### src/rtl/rv32_mod_regfile_wb_arbiter.sv
// Writeback arbiter for the single regfile write port, plus the pending-write scoreboard.
// Define RV32_WB_ARB_AGING_EN to promote requesters that have waited STARVE_LIMIT cycles.
module rv32_mod_regfile_wb_arbiter #(
    parameter int unsigned N_REQ        = 3,
    parameter int unsigned STARVE_LIMIT = 4
) (
    input  logic                  clk,
    input  logic                  rst_n,
    input  logic [N_REQ-1:0]      req_valid,
    output logic [N_REQ-1:0]      req_ready,
    input  logic [N_REQ*5-1:0]    req_index,
    input  logic [N_REQ*32-1:0]   req_data,
    output logic [4:0]            write0_index,
    output logic [31:0]           write0_data,
    output logic                  write0_enable,
    input  logic                  reserve_valid,
    input  logic [4:0]            reserve_index,
    output logic                  reserve_ready,
    input  logic [4:0]            query0_index,
    output logic                  query0_busy,
    input  logic [4:0]            query1_index,
    output logic                  query1_busy,
    input  logic                  flush,
    output logic [31:0]           busy_vector
);

    logic [N_REQ-1:0] grant;
    logic             found;
    logic [4:0]       sel_idx;
    logic [31:0]      sel_data;

    logic             wr_en_q, wr_en_d;
    logic [4:0]       wr_idx_q;
    logic [31:0]      wr_data_q;
    logic [31:0]      busy_q, busy_d;

`ifdef RV32_WB_ARB_AGING_EN
    localparam int unsigned CntW = $clog2(STARVE_LIMIT + 1);

    logic [CntW-1:0]  wait_q [N_REQ];
    logic [CntW-1:0]  wait_d [N_REQ];
    logic [N_REQ-1:0] starving;

    always_comb begin
        for (int i = 0; i < N_REQ; i++) begin
            starving[i] = (wait_q[i] == CntW'(STARVE_LIMIT));
            wait_d[i]   = wait_q[i];
            if (!req_valid[i] || grant[i]) begin
                wait_d[i] = '0;
            end else if (!starving[i]) begin
                wait_d[i] = wait_q[i] + 1'b1;
            end
        end
    end

    always_ff @(posedge clk or negedge rst_n) begin
        if (!rst_n) begin
            for (int i = 0; i < N_REQ; i++) begin
                wait_q[i] <= '0;
            end
        end else begin
            for (int i = 0; i < N_REQ; i++) begin
                wait_q[i] <= wait_d[i];
            end
        end
    end
`endif

    // Starving requesters (aging builds only) take precedence, then fixed priority.
    always_comb begin
        grant = '0;
        found = 1'b0;
`ifdef RV32_WB_ARB_AGING_EN
        for (int i = 0; i < N_REQ; i++) begin
            if (!found && req_valid[i] && starving[i]) begin
                grant[i] = 1'b1;
                found    = 1'b1;
            end
        end
`endif
        for (int i = 0; i < N_REQ; i++) begin
            if (!found && req_valid[i]) begin
                grant[i] = 1'b1;
                found    = 1'b1;
            end
        end
        if (!rst_n) begin
            grant = '0;
        end
    end

    always_comb begin
        sel_idx  = '0;
        sel_data = '0;
        for (int i = 0; i < N_REQ; i++) begin
            if (grant[i]) begin
                sel_idx  = req_index[i*5 +: 5];
                sel_data = req_data[i*32 +: 32];
            end
        end
    end

    assign wr_en_d = (|grant) && (sel_idx != 5'd0);

    always_ff @(posedge clk or negedge rst_n) begin
        if (!rst_n) begin
            wr_en_q   <= 1'b0;
            wr_idx_q  <= '0;
            wr_data_q <= '0;
        end else begin
            wr_en_q   <= wr_en_d;
            wr_idx_q  <= sel_idx;
            wr_data_q <= sel_data;
        end
    end

    // Readiness comes from registered state only, so a same-edge set can only hit a free entry.
    assign reserve_ready = rst_n && ((reserve_index == 5'd0) || !busy_q[reserve_index]);

    always_comb begin
        busy_d = busy_q;
        if (wr_en_q) begin
            busy_d[wr_idx_q] = 1'b0;
        end
        if (reserve_valid && reserve_ready && (reserve_index != 5'd0)) begin
            busy_d[reserve_index] = 1'b1;
        end
        if (flush) begin
            busy_d = '0;
        end
        busy_d[0] = 1'b0;
    end

    always_ff @(posedge clk or negedge rst_n) begin
        if (!rst_n) begin
            busy_q <= '0;
        end else begin
            busy_q <= busy_d;
        end
    end

    assign req_ready     = grant;
    assign write0_enable = wr_en_q;
    assign write0_index  = wr_idx_q;
    assign write0_data   = wr_data_q;
    assign busy_vector   = busy_q;
    assign query0_busy   = busy_q[query0_index];
    assign query1_busy   = busy_q[query1_index];

endmodule

### config.mk
export PLATFORM = sky130hd
export DESIGN_NAME = rv32_mod_regfile_wb_arbiter
export DESIGN_NICKNAME = d
export VERILOG_FILES = /design/src/rtl/rv32_mod_regfile_wb_arbiter.sv
export SDC_FILE = /design/constraint.sdc
export NUM_CORES = 1
export LEC_CHECK = 0
export CELL_PAD_IN_SITES_DETAIL_PLACEMENT = 1
export CELL_PAD_IN_SITES_GLOBAL_PLACEMENT = 1
export CORE_MARGIN = 1.5
export CORE_UTILIZATION = 29
export CTS_CLUSTER_SIZE = 16
export DETAILED_ROUTE_END_ITERATION = 10
export PLACE_DENSITY = 0.78
export SETUP_SLACK_MARGIN = 0.1
export SLEW_MARGIN = 30
export SYNTH_ARGS = -nofsm -noshare
export SYNTH_HDL_FRONTEND = slang
export SYNTH_SLANG_ARGS = --single-unit
### constraint.sdc
create_clock -name clk -period 1.95 [get_ports clk]
set_input_delay 0.195 -clock clk [delete_from_list [all_inputs] [get_ports clk]]
set_output_delay 0.195 -clock clk [all_outputs]
set_load 0.05 [all_outputs]
# Word-level counts from Yosys, hierarchy flattened
# Cells that the tools add are included.
dict set report totals {
  out_inout_bits 76
  in_bits 133
  reg_bits 69
}
dict set report classes {
  n_reduce_logical 16
  bitwise 3
  order_cmp 6
  muxes 24
}
# op n
set op_table {}
lappend op_table {{two-way mux 32 bit} 6}
lappend op_table {{bitwise AND 32 bit} 1}
lappend op_table {{NOT 32 bit} 1}
lappend op_table {{OR 32 bit} 1}
lappend op_table {{less-than comparator 5 x 6 -> 1 bit, second input constant} 4}
lappend op_table {{binary-select mux 1 bit (select 5 bit)} 3}
lappend op_table {{two-way mux 5 bit} 3}
lappend op_table {{demux 1 bit (select 5 bit)} 2}
lappend op_table {{greater-or-equal comparator 5 x 1 -> 1 bit, second input constant} 2}
lappend op_table {{nonzero test 5 bit} 2}
lappend op_table {{two-way mux 1 bit} 9}
lappend op_table {{logical AND 1 bit} 8}
lappend op_table {{logical NOT 5 bit} 1}
lappend op_table {{logical NOT 1 bit} 3}
lappend op_table {{two-way mux 3 bit} 1}
lappend op_table {{OR reduction 3 bit} 1}
lappend op_table {{logical OR 1 bit} 1}

# Logic depth before layout (Yosys ltp)
dict set report depth {
  word_depth 13
  depth_mapped 6
  ltp_nobuf 4
}

# Worst setup path after synthesis
# Ideal clock, no wire load.
dict set report synth_path {
  kind {register -> output}
  start {reg busy_q[30] (netlist: busy_vector[30])}
  end {out reserve_ready}
  path_slack_ps -813
  path_stages_with_launch 6
  t_arrival_ps 2568
  t_required_ps 1755
  path_cell_list {dfrtp_1 -> mux4_2 -> nor2_2 -> o41ai_4 -> buf_2 -> nor3_1}
}
dict set report synth_between {
  elab_chain_len 5
}
# element line_no
set synth_rtl {}
lappend synth_rtl {{start, declared} 35} ;# logic [31:0] busy_q, busy_d;
lappend synth_rtl {{start signal, assigned} 138} ;# busy_q <= busy_d;
lappend synth_rtl {{binary-select mux 1 bit (select 5 bit)} 118} ;# assign reserve_ready = rst_n && ((reserve_index == 5'd0) || !busy_q[reserve_index]);
lappend synth_rtl {{two-way mux 1 bit (implied by the code)} 118}
lappend synth_rtl {{logical NOT 1 bit} 118}
lappend synth_rtl {{logical OR 1 bit} 118}
lappend synth_rtl {{logical AND 1 bit} 118}
lappend synth_rtl {{end, declared} 18} ;# output logic reserve_ready,
# Every way passes these cells. The select of a mux whose other input is x is not followed.

# Worst setup path in the final report
dict set report layout_path {
  start {reg busy_q[9] (netlist: busy_vector[9])}
  end {out query1_busy}
}
dict set report layout_between {
  elab_chain_len 2
}
# element line_no
set layout_rtl {}
lappend layout_rtl {{binary-select mux 1 bit (select 5 bit)} 148} ;# assign query1_busy = busy_q[query1_index];
lappend layout_rtl {{two-way mux 1 bit (implied by the code)} 148}
lappend layout_rtl {{end, declared} 22} ;# output logic query1_busy,
# Every way passes these cells. The select of a mux whose other input is x is not followed.

==> impl_metrics.json <==
{
  "synth_top_family_by_area": "compound AO/OA/AOI/OAI gates",
  "slew_headroom": 0.604,
  "fmax_mhz": 470,
  "grt_max_degree": 32,
  "cp-start-kind": "flop",
  "dp_cells": 780,
  "tightest_slew_ns": 0.593,
  "cpPeakStageDelay_ns": 0.47,
  "setup_violations": 3,
  "vias_per_cell": 5.55,
  "antenna_found_initial": 0,
  "cap_viol_max_count": 0,
  "yosysMostFrequentCell": "dfrtp_1",
  "syn_to_final_growth_pct": 78.6,
  "die_w_um": 121,
  "crit_start": "busy_vector[9]$_DFF_PN0_",
  "clk_path_buf_depth": 2,
  "synth_area_um2": 4060,
  "wl_um": 17900,
  "setup_tns_ns": -0.489,
  "path_max_fanout": 5,
  "final_cells": 809,
  "fin_crit_sh": 1.09,
  "hold_viol": 0,
  "hp-class": "in2async",
  "clk_latency_ns": 0.33,
  "power.total_mw": 4.20,
  "async_reset_ff_frac": 1.00,
  "synth_ff_type": "dfrtp_1",
  "critPathRequiredTime_ns": 1.75,
  "cts_tree": "done",
  "p_leak_nw": 3.37,
  "drive_gt1_frac": 0.232,
  "r2r-start": "busy_vector[24]$_DFF_PN0_",
  "setup_ws_ns": -0.178,
  "synth_fa_ha_area_frac": 0,
  "synthMuxAreaShare": 0.131,
  "final_nets": 758,
  "synth-xor-area-share": 0,
  "place_hpwl_um": 13400,
  "worstSetupEndpointType": "output pin",
  "htreeDepth": 3,
  "syn_inst": 383,
  "vias": 4489,
  "synth-compound-area-share": 0.207,
  "gp_congestion": 0.871,
  "drt-initial-drc-count": 364,
  "rsz0062_at_grt": "yes",
  "avgSynthCellArea_um2": 10.6,
  "ys_seq_elements": 69,
  "die_area_um2": 14700,
  "grt_pass1_vias": 4813,
  "cts.sinks": 69,
  "yosysTopAreaCellShare": 0.425,
  "start_util": 0.295,
  "irDropWorstVdd_mv": 0.311,
  "yosys.area_share.simple": 0.162,
  "fp.dieH_um": 121,
  "postRouteAntennaNets": 0,
  "row_count": 43,
  "nFillCells": 1522,
  "n_antenna_cell": 0,
  "synthesis.nets": 516,
  "synth-edff-count": 0,
  "io_buffer_count": 207,
  "synth_area_leaders": "dfrtp_1 (43%), mux4_2 (9.4%), a222oi_1 (8.1%)",
  "drv_slew": 0,
  "numCtsBuffers": 9,
  "yosys.area.top_type": "dfrtp_1",
  "ys_top_cells_by_count": "dfrtp_1 (69), inv_1 (41), a222oi_1 (33)",
  "ys_warn_count": 0,
  "clock_skew_ns": 0.00859,
  "design.core.area_um2": 13800,
  "wl_per_cell_um": 22.1,
  "ys_seq_area_frac": 0.425,
  "final_util": 0.527,
  "clkTransAtPathRegs_ns": 0.06,
  "grt_util_all_layers": 0.240,
  "run_status": "finished with violations",
  "cts-root-buf": "clkbuf_16",
  "cp.arrival_ns": 1.93,
  "dr.pass1.iters": 6,
  "power_density_nw_per_um2": 579,
  "grt-ovfl-total": 0,
  "grt_pass1_wl_um": 27000,
  "synth_cell_type_count": 45,
  "crit_type": "reg2out",
  "min_period_ns": 2.13,
  "drc_errors": 0,
  "cp_cell_sequence": "mux4_2 -> mux2i_1 -> nor2_1 -> o31a_2 -> buf_6",
  "ios": 209,
  "cp_slowest_cell": "mux4_2",
  "violations": "setup timing"
}
==> registers in the layout (all words and copies together) (netlist names) <==
name / count
busy_vector: 31
write0_data: 32
write0_index: 5
write0_enable: 1
==> metrics by stage <==
step / setup WS, ns / hold WS (ns) / area (um2)
after global placement: -0.275 / 0.0363 / 6690
after floorplan: -0.142 / -0.101 / 4100
final: -0.178 / 0.0806 / 7250
after detailed placement: -0.368 / 0.0390 / 6690
after CTS: -0.177 / 0.0966 / 7110
after global routing: -0.240 / 0.118 / 7250
==> layout by cell type (no fill, tap or decap), types with 15 or more instances in the layout <==
cell | netlist | final
a222oi_1 | 33 | 33
buf_4 | 1 | 53
clkdlybuf4s50_1 | 0 | 168
dfrtp_1 | 69 | 54
dfrtp_2 | 0 | 15
inv_1 | 41 | 41
mux4_2 | 17 | 17
nand2_1 | 21 | 21
nand3b_1 | 27 | 27
nor2b_1 | 18 | 18
o21ai_0 | 16 | 16
o31ai_1 | 23 | 19
==> cell type report <==
class                      instances  area, um2  area share
tap                              180        225      0.0311
clock inverter                     1       7.51     0.00104
multi-input combinational        242       2220       0.306
timing repair buffer             262       2630       0.362
sequential                        69       1750       0.241
inverter                          41        154      0.0212
clock buffer                      14        274      0.0378
==> repair_timing <==
item                                    in CTS  in global routing
pin swaps                                    5                  0
hold buffers                                 2                  0
hold endpoints to repair                    38                  0
endpoints found under the setup margin      23                 26
buffers inserted                            11                  1
resized for setup                           29                 26
==> final timing paths <==
check / to / slack (ns) / cells after the start
max: query1_busy / -0.18 / 5
min: busy_vector[14]$_DFF_PN0_ / 0.08 / 3
max reg2reg: busy_vector[12]$_DFF_PN0_ / 0.09 / 5
min reg2reg: busy_vector[3]$_DFF_PN0_ / 0.63 / 2
max in group asynchronous: write0_data[29]$_DFF_PN0_ / 1.06 / 3
min in group clk: write0_index[1]$_DFF_PN0_ / 0.44 / 4
==> critical path, delay by kind of cell, from the launching register on <==
| family | cells | cell delay, ns |
|---|---|---|
| and+or+nand+nor | 1 | 0.06 |
| buffers and inverters | 1 | 0.16 |
| DFF | 1 | 0.46 |
| AOI/OAI and AO/OA | 1 | 0.30 |
| muxes | 2 | 0.63 |
==> cells by family (layout without fill, tap and decap cells) <==
kind of cell / after synthesis / count (layout)
other cells: 1 / 1
compound gates: 100 / 100
simple gates: 110 / 110
mux: 31 / 31
buf+inv: 72 / 318
flops: 69 / 69
==> metal layers <==
| layer | global-route usage | part of all wire |
|---|---|---|
| met5 | 0 | 0 |
| met4 | 0.0765 | 0.015 |
| met3 | 0.0390 | 0.068 |
| met2 | 0.425 | 0.52 |
| met1 | 0.296 | 0.39 |
==> where the power goes <==
group | switching [mW] | leakage (nW) | internal (mW)
sequential | 0.0484 | 0.903 | 1.49
clock | 0.571 | 0.135 | 0.958
combinational | 0.604 | 2.33 | 0.527
total | 1.22 | 3.37 | 2.98
No activity file was read; power rests on OpenSTA's default activity.
